### src/rtl/activation_skew_feeder_if.sv
// Activation feeder bus: column-beat input handshake plus the skewed row
// outputs that drive the west edge of the systolic array.
interface activation_skew_feeder_if #(
    parameter int MATRIX_SIZE = 2,
    parameter int DATA_SIZE   = 32
) ();
    logic                               in_valid;
    logic                               in_ready;
    logic [MATRIX_SIZE*DATA_SIZE-1:0]   in_data;
    logic [MATRIX_SIZE*DATA_SIZE-1:0]   a_out;
    logic [MATRIX_SIZE-1:0]             a_valid;

    modport master (
        output in_valid,
        output in_data,
        input  in_ready,
        input  a_out,
        input  a_valid
    );

    modport slave (
        input  in_valid,
        input  in_data,
        output in_ready,
        output a_out,
        output a_valid
    );
endinterface

### src/rtl/activation_skew_feeder.sv
// Buffers one NxN activation matrix column by column and streams it into the
// systolic array with row r delayed by r steps, each step held STEP_CYCLES.
//
// state | meaning
// LOAD  | accepting column beats, in_ready high, start may be latched
// ARMED | matrix buffered, waiting for the weights-loaded start pulse
// FEED  | driving skewed rows, busy high
// DONE  | one-cycle done pulse, then back to LOAD
module activation_skew_feeder #(
    parameter int MATRIX_SIZE = 2,
    parameter int DATA_SIZE   = 32,
    parameter int STEP_CYCLES = 4
) (
    input  logic                     clk,
    input  logic                     reset,
    input  logic                     i_enable,
    input  logic                     i_start,
    activation_skew_feeder_if.slave  bus,
    output logic                     o_busy,
    output logic                     o_done
);
    localparam int N      = MATRIX_SIZE;
    localparam int DW     = DATA_SIZE;
    localparam int COL_W  = $clog2(N + 1);
    localparam int STEP_W = $clog2(2 * N);
    localparam int SUB_W  = (STEP_CYCLES > 1) ? $clog2(STEP_CYCLES) : 1;
    localparam int IDX_W  = $clog2(N);

    localparam logic [COL_W-1:0]  LAST_COL  = COL_W'(N - 1);
    localparam logic [STEP_W-1:0] LAST_STEP = STEP_W'(2 * N - 2);
    localparam logic [SUB_W-1:0]  LAST_SUB  = SUB_W'(STEP_CYCLES - 1);

    typedef enum logic [1:0] {
        S_LOAD,
        S_ARMED,
        S_FEED,
        S_DONE
    } state_t;

    state_t              r_state;
    logic [COL_W-1:0]    r_col_cnt;
    logic                r_start_pending;
    logic [STEP_W-1:0]   r_step;
    logic [SUB_W-1:0]    r_sub;
    logic                r_in_ready;
    logic [N*DW-1:0]     r_a_out;
    logic [N-1:0]        r_a_valid;
    logic                r_busy;
    logic                r_done;
    logic [DW-1:0]       r_buf [N][N];

    logic                w_accept;
    logic [STEP_W-1:0]   w_sel_step;
    logic [N*DW-1:0]     w_feed_data;
    logic [N-1:0]        w_feed_valid;
    int                  w_diff;

    assign w_accept = i_enable & bus.in_valid & r_in_ready & (r_state == S_LOAD);

    // Row pattern for the step about to be shown: step 0 when entering FEED,
    // otherwise the step following the current one.
    always_comb begin
        w_sel_step   = (r_state == S_FEED) ? r_step + 1'b1 : '0;
        w_feed_data  = '0;
        w_feed_valid = '0;
        w_diff       = 0;
        for (int r = 0; r < N; r++) begin
            w_diff = int'(w_sel_step) - r;
            if (w_diff >= 0 && w_diff < N) begin
                w_feed_valid[r]          = 1'b1;
                w_feed_data[r*DW +: DW]  = r_buf[r][w_diff[IDX_W-1:0]];
            end
        end
    end

    // Matrix storage: beat k lands in column k; contents need no reset.
    always_ff @(posedge clk) begin
        if (w_accept) begin
            for (int r = 0; r < N; r++) begin
                r_buf[r][r_col_cnt[IDX_W-1:0]] <= bus.in_data[r*DW +: DW];
            end
        end
    end

    // Sequencer FSM with registered outputs; enable low freezes everything.
    always_ff @(posedge clk or posedge reset) begin
        if (reset) begin
            r_state         <= S_LOAD;
            r_col_cnt       <= '0;
            r_start_pending <= 1'b0;
            r_step          <= '0;
            r_sub           <= '0;
            r_in_ready      <= 1'b1;
            r_a_out         <= '0;
            r_a_valid       <= '0;
            r_busy          <= 1'b0;
            r_done          <= 1'b0;
        end else if (i_enable) begin
            case (r_state)
                S_LOAD: begin
                    if (i_start) begin
                        r_start_pending <= 1'b1;
                    end
                    if (w_accept) begin
                        r_col_cnt <= r_col_cnt + 1'b1;
                        if (r_col_cnt == LAST_COL) begin
                            r_col_cnt       <= '0;
                            r_start_pending <= 1'b0;
                            r_in_ready      <= 1'b0;
                            if (r_start_pending || i_start) begin
                                r_state   <= S_FEED;
                                r_busy    <= 1'b1;
                                r_step    <= '0;
                                r_sub     <= '0;
                                r_a_out   <= w_feed_data;
                                r_a_valid <= w_feed_valid;
                            end else begin
                                r_state <= S_ARMED;
                            end
                        end
                    end
                end
                S_ARMED: begin
                    if (i_start) begin
                        r_state   <= S_FEED;
                        r_busy    <= 1'b1;
                        r_step    <= '0;
                        r_sub     <= '0;
                        r_a_out   <= w_feed_data;
                        r_a_valid <= w_feed_valid;
                    end
                end
                S_FEED: begin
                    if (r_sub == LAST_SUB) begin
                        r_sub <= '0;
                        if (r_step == LAST_STEP) begin
                            r_state   <= S_DONE;
                            r_step    <= '0;
                            r_busy    <= 1'b0;
                            r_done    <= 1'b1;
                            r_a_out   <= '0;
                            r_a_valid <= '0;
                        end else begin
                            r_step    <= r_step + 1'b1;
                            r_a_out   <= w_feed_data;
                            r_a_valid <= w_feed_valid;
                        end
                    end else begin
                        r_sub <= r_sub + 1'b1;
                    end
                end
                S_DONE: begin
                    r_state         <= S_LOAD;
                    r_done          <= 1'b0;
                    r_in_ready      <= 1'b1;
                    r_col_cnt       <= '0;
                    r_start_pending <= 1'b0;
                end
                default: begin
                    r_state <= S_LOAD;
                end
            endcase
        end
    end

    assign bus.in_ready = r_in_ready;
    assign bus.a_out    = r_a_out;
    assign bus.a_valid  = r_a_valid;
    assign o_busy       = r_busy;
    assign o_done       = r_done;
endmodule

### src/flat_wrapper.sv
// flat-port wrapper written by rule: the top's interface ports become plain ports
module activation_skew_feeder_flat 
#(
    parameter int MATRIX_SIZE = 2,
    parameter int DATA_SIZE   = 32,
    parameter int STEP_CYCLES = 4
)
  (clk, reset, i_enable, i_start, o_busy, o_done, bus_in_valid, bus_in_data, bus_in_ready, bus_a_out, bus_a_valid);
  activation_skew_feeder_if #(.MATRIX_SIZE(MATRIX_SIZE), .DATA_SIZE(DATA_SIZE)) bus_i ();
  input  logic clk;
  input  logic reset;
  input  logic i_enable;
  input  logic i_start;
  output logic o_busy;
  output logic o_done;
  input wire logic [$bits(bus_i.in_valid)-1:0] bus_in_valid;
  input wire logic [$bits(bus_i.in_data)-1:0] bus_in_data;
  output wire logic [$bits(bus_i.in_ready)-1:0] bus_in_ready;
  output wire logic [$bits(bus_i.a_out)-1:0] bus_a_out;
  output wire logic [$bits(bus_i.a_valid)-1:0] bus_a_valid;
  assign bus_i.in_valid = bus_in_valid;
  assign bus_i.in_data = bus_in_data;
  assign bus_in_ready = bus_i.in_ready;
  assign bus_a_out = bus_i.a_out;
  assign bus_a_valid = bus_i.a_valid;
  activation_skew_feeder #(.MATRIX_SIZE(MATRIX_SIZE), .DATA_SIZE(DATA_SIZE), .STEP_CYCLES(STEP_CYCLES)) u_core (.clk(clk), .reset(reset), .i_enable(i_enable), .i_start(i_start), .bus(bus_i), .o_busy(o_busy), .o_done(o_done));
endmodule
### config.mk
export PLATFORM = sky130hd
export DESIGN_NAME = activation_skew_feeder_flat
export DESIGN_NICKNAME = d
export VERILOG_FILES = /design/src/rtl/activation_skew_feeder_if.sv /design/src/rtl/activation_skew_feeder.sv /design/src/flat_wrapper.sv
export SDC_FILE = /design/constraint.sdc
export NUM_CORES = 1
export LEC_CHECK = 0
export ABC_CLOCK_PERIOD_IN_PS = 4600
export BUFFER_PORTS_ARGS = -buffer_cell sky130_fd_sc_hd__buf_2
export CORE_UTILIZATION = 55
export DETAILED_ROUTE_END_ITERATION = 16
export PLACE_DENSITY = 0.86
export SLEW_MARGIN = 15
export SYNTH_ARGS = -nofsm -noshare
export SYNTH_HDL_FRONTEND = slang
export SYNTH_SLANG_ARGS = --single-unit
### constraint.sdc
create_clock -name clk -period 4.6 [get_ports clk]
set_input_delay 0 -clock clk [delete_from_list [all_inputs] [get_ports clk]]
set_output_delay 0 -clock clk [all_outputs]
set_load 0.01 [all_outputs]
==> out/qor.yml <==
run_status:
  outcome: "finished clean"
sta:
  fin_tns_setup_ns: 0
  grt_setup_unrepaired: "no"
  fmax_mhz: 337
  worstMarginPinSlew_ns: 0.879
  finClkSkew_ns: 0.00694
  setup_viol: 0
  finalCriticalPeriod_ns: 2.97
  relSlewSlack_pct: 41.3
  finalCritPeriodShare_pct: 64.6
  whs_ns: 0.137
  slew_violations: 0
  hold_violations: 0
setup_path:
  slowest_stage: "buf_4"
  max_stage_delay_ns: 0.62
  critPathCaptureType: "flip-flop"
  path_max_fanout: 47
  reg2reg_slack_ns: 1.63
  worstPathArrival_ns: 3.33
  ff2ff_path_depth: 7
  path_class: "flip-flop to flip-flop"
  cp-start-kind: "flip-flop"
  crit_chain: "inv_1 -> ha_1 -> nor3b_1 -> nor2_1 -> nand3b_4 -> buf_4 -> mux2_2"
  timing.rr.end: "u_core.bus.a_out[20]$_DFFE_PP0P_"
  r2r-start: "u_core.r_state[0]$_DFFE_PP0P_"
  required_ns: 4.95
clock_network:
  cts_root_buffer: "clkbuf_16"
  clkSinkCount: 206
  cts_tree: "yes"
  clockBufferDepth: 3
  htreeDepth: 1
  clkTransAtPathRegs_ns: 0.06
  cts_buffers: 21
  cts_setup_buffers: 0
  insertion_delay_ns: 0.48
hold_path:
  min_from: "bus_in_valid"
  hold_end: "u_core.r_col_cnt[1]$_DFFE_PP0P_"
  whs_path_depth: 4
  min_path_type: "input port to flip-flop"
detailed_routing:
  drtAntennaViolNets: 0
  routed_wl_um: 19200
  first_pass_iters: 4
  avgRoutedWirePerCell_um: 19.9
  vias: 5327
  drc: 0
  drtIter0Drc: 326
  avgViaCountPerCell: 5.52
yosys:
  syn_avg_cell_area_um2: 14.3
  muxShareOfSynthArea_pct: 10.7
  synth_top_family_by_area: "multiplexers"
  synth_edf_count: 128
  post-synth-top-area-cell: "edfxtp_1"
  synth_area_leaders: "edfxtp_1, dfrtp_1, mux2_2"
  ys_ff_latch: 206
  ys_warn_count: 0
  synthAdderAreaFrac_pct: 1.55
  async_flop_share_pct: 37.9
  syn_area_um2: 8050
  synth_cells: 565
  yosys.area_share.simple_pct: 7.88
  synthesis.nets: 644
  ys.flop_type: "edfxtp_1"
  synth_compound_gate_area_share_pct: 5.70
  synthXorXnorAreaFrac_pct: 0
  seq_area_frac_synth_pct: 72.0
  synth_top_area_share_pct: 47.7
  synth_cell_types: 32
power_and_ir_drop:
  power.total_mw: 6.14
  power-per-cell-area_nw_per_um2: 595
  leakagePower_nw: 4.45
  vdd_drop_max_uv: 467
global_route:
  grt_pass1_wl_um: 29400
  track_usage_pct: 25.9
  grt_max_degree: 48
  antenna_found_initial: 0
  gr-total-overflow: 0
  grt_pass1_vias: 5720
place:
  dp.cells: 861
  place_congestion: 0.883
  hpwl_um: 10300
  port_buffers: 137
floorplanning:
  die_area_um2: 15100
  rows: 43
  ioPinCount: 138
  initial_core_util_pct: 57.1
  coreArea_um2: 14100
  die_h_um: 123
  die_w_um: 123
run:
  maxCapViolations: 0
final_layout:
  antennaDiodeCount: 0
  area_growth_syn_to_layout_pct: 28.1
  layout.cells.non_filler: 965
  drive_above_1_share_pct: 31.7
  utilization_pct: 73.2
  fin_nets: 850
[cells in the final DEF, fill, tap and decap left out, types with 2 or more instances in the layout]
cell type      instances
buf_2                137
nand2_1              134
edfxtp_1             128
dfrtp_1               77
a21oi_1               68
dlygate4sd3_1         67
mux2_2                50
clkbuf_16             21
mux2_4                16
inv_1                 10
ha_1                  10
clkbuf_1               7
buf_4                  7
mux2i_1                6
nor2_1                 5
bufinv_16              5
nand2b_1               4
o21a_1                 3
clkinv_2               3
a31oi_1                2
nor2b_1                2
nor3b_1                2
nand3_1                2
a21bo_2                2
nor2_4                 2
[worst max-delay path: cells and delay by family (launching register included)]
family / cells / cell delay (ns)
adders and majority gates: 1 / 0.30
buffers and inverters: 2 / 0.77
DFF: 1 / 0.40
muxes: 1 / 0.44
and+or+nand+nor: 3 / 0.86
[flip-flops by register name, indices dropped and copies added (netlist names)]
register and cells:
u_core.bus.a_out 64, u_core.bus.a_valid 2, u_core.bus.in_ready 1, u_core.o_busy 1, u_core.o_done 1, u_core.r_buf 128
u_core.r_col_cnt 2, u_core.r_start_pending 1, u_core.r_state 2, u_core.r_step 2, u_core.r_sub 2
[cell families (layout without fill, tap and decap cells)]
| kind of cell | Yosys count | in the layout |
|---|---|---|
| DFF | 206 | 206 |
| and+or+nand+nor | 157 | 157 |
| AOI/OAI and AO/OA | 81 | 81 |
| muxes | 72 | 72 |
| buffers and inverters | 39 | 259 |
| adders and majority gates | 10 | 10 |
[cells in the mapped netlist, drive strengths merged, types with 2 or more instances]
master  count
buf        11
nor3b       2
mux2       66
nand2b      5
nor2        7
a21bo       2
ha         10
edfxtp    128
clkbuf     17
nand3b      2
inv        11
nor2b       3
dfrtp      77
mux2i       6
nand2     134
a31oi       2
o21a        3
a21oi      68
nand3       2
[report_power, final]
group	internal, mW	total [mW]	switching [mW]
clock	1.12	1.80	0.678
combinational	0.787	1.90	1.11
sequential	2.26	2.44	0.176
total	4.17	6.14	1.96
[how the worst max path moves through the flow]
stage | startpoint | end | slack, ns | cells after the start
after global placement | u_core.r_state[0]$_DFFE_PP0P_ | u_core.bus.a_out[28]$_DFFE_PP0P_ | 1.82 | 7
after detailed placement | u_core.r_state[0]$_DFFE_PP0P_ | u_core.bus.a_out[9]$_DFFE_PP0P_ | 1.67 | 7
final | u_core.r_state[0]$_DFFE_PP0P_ | u_core.bus.a_out[20]$_DFFE_PP0P_ | 1.63 | 7
after global routing | u_core.r_state[0]$_DFFE_PP0P_ | u_core.bus.a_out[20]$_DFFE_PP0P_ | 1.46 | 7
after CTS | u_core.r_state[0]$_DFFE_PP0P_ | u_core.bus.a_out[20]$_DFFE_PP0P_ | 1.65 | 7
after floorplan | u_core.r_state[0]$_DFFE_PP0P_ | u_core.r_buf[0][0]$_DFFE_PP_ | 0.59 | 4
[cell type report]
class	count	area, µm²
Inverter	11	42.5
Tap cell	180	225
Multi-Input combinational cell	320	2120
Fill cell	830	3780
Clock buffer	28	552
Sequential cell	206	5800
Timing Repair Buffer	211	1410
Clock inverter	9	171
[through the flow]
step / cell area, µm² / setup WS [ns]
global placement: 8920 / 1.82
detailed placement: 8920 / 1.67
floorplan: 8050 / 0.590
finish: 10300 / 1.63
CTS: 10300 / 1.65
global route: 10300 / 1.46
[timing repair]
item / in CTS / in global routing
endpoints found under the hold margin: 169 / 0
hold buffers: 67 / 0
resized for setup: 0 / 0
[layer usage]
metal | share of wire, % | vias up | wire [µm] | track usage, %
met5 | 0 | - | 0 | 0
met4 | 1.9 | 0 | 372 | 7.38
met3 | 6.8 | 38 | 1300 | 5.67
met2 | 53 | 223 | 10200 | 47.2
met1 | 38 | 2656 | 7390 | 30.7
li1 | - | 2410 | - | -
No activity file was read; power rests on OpenSTA's default activity.
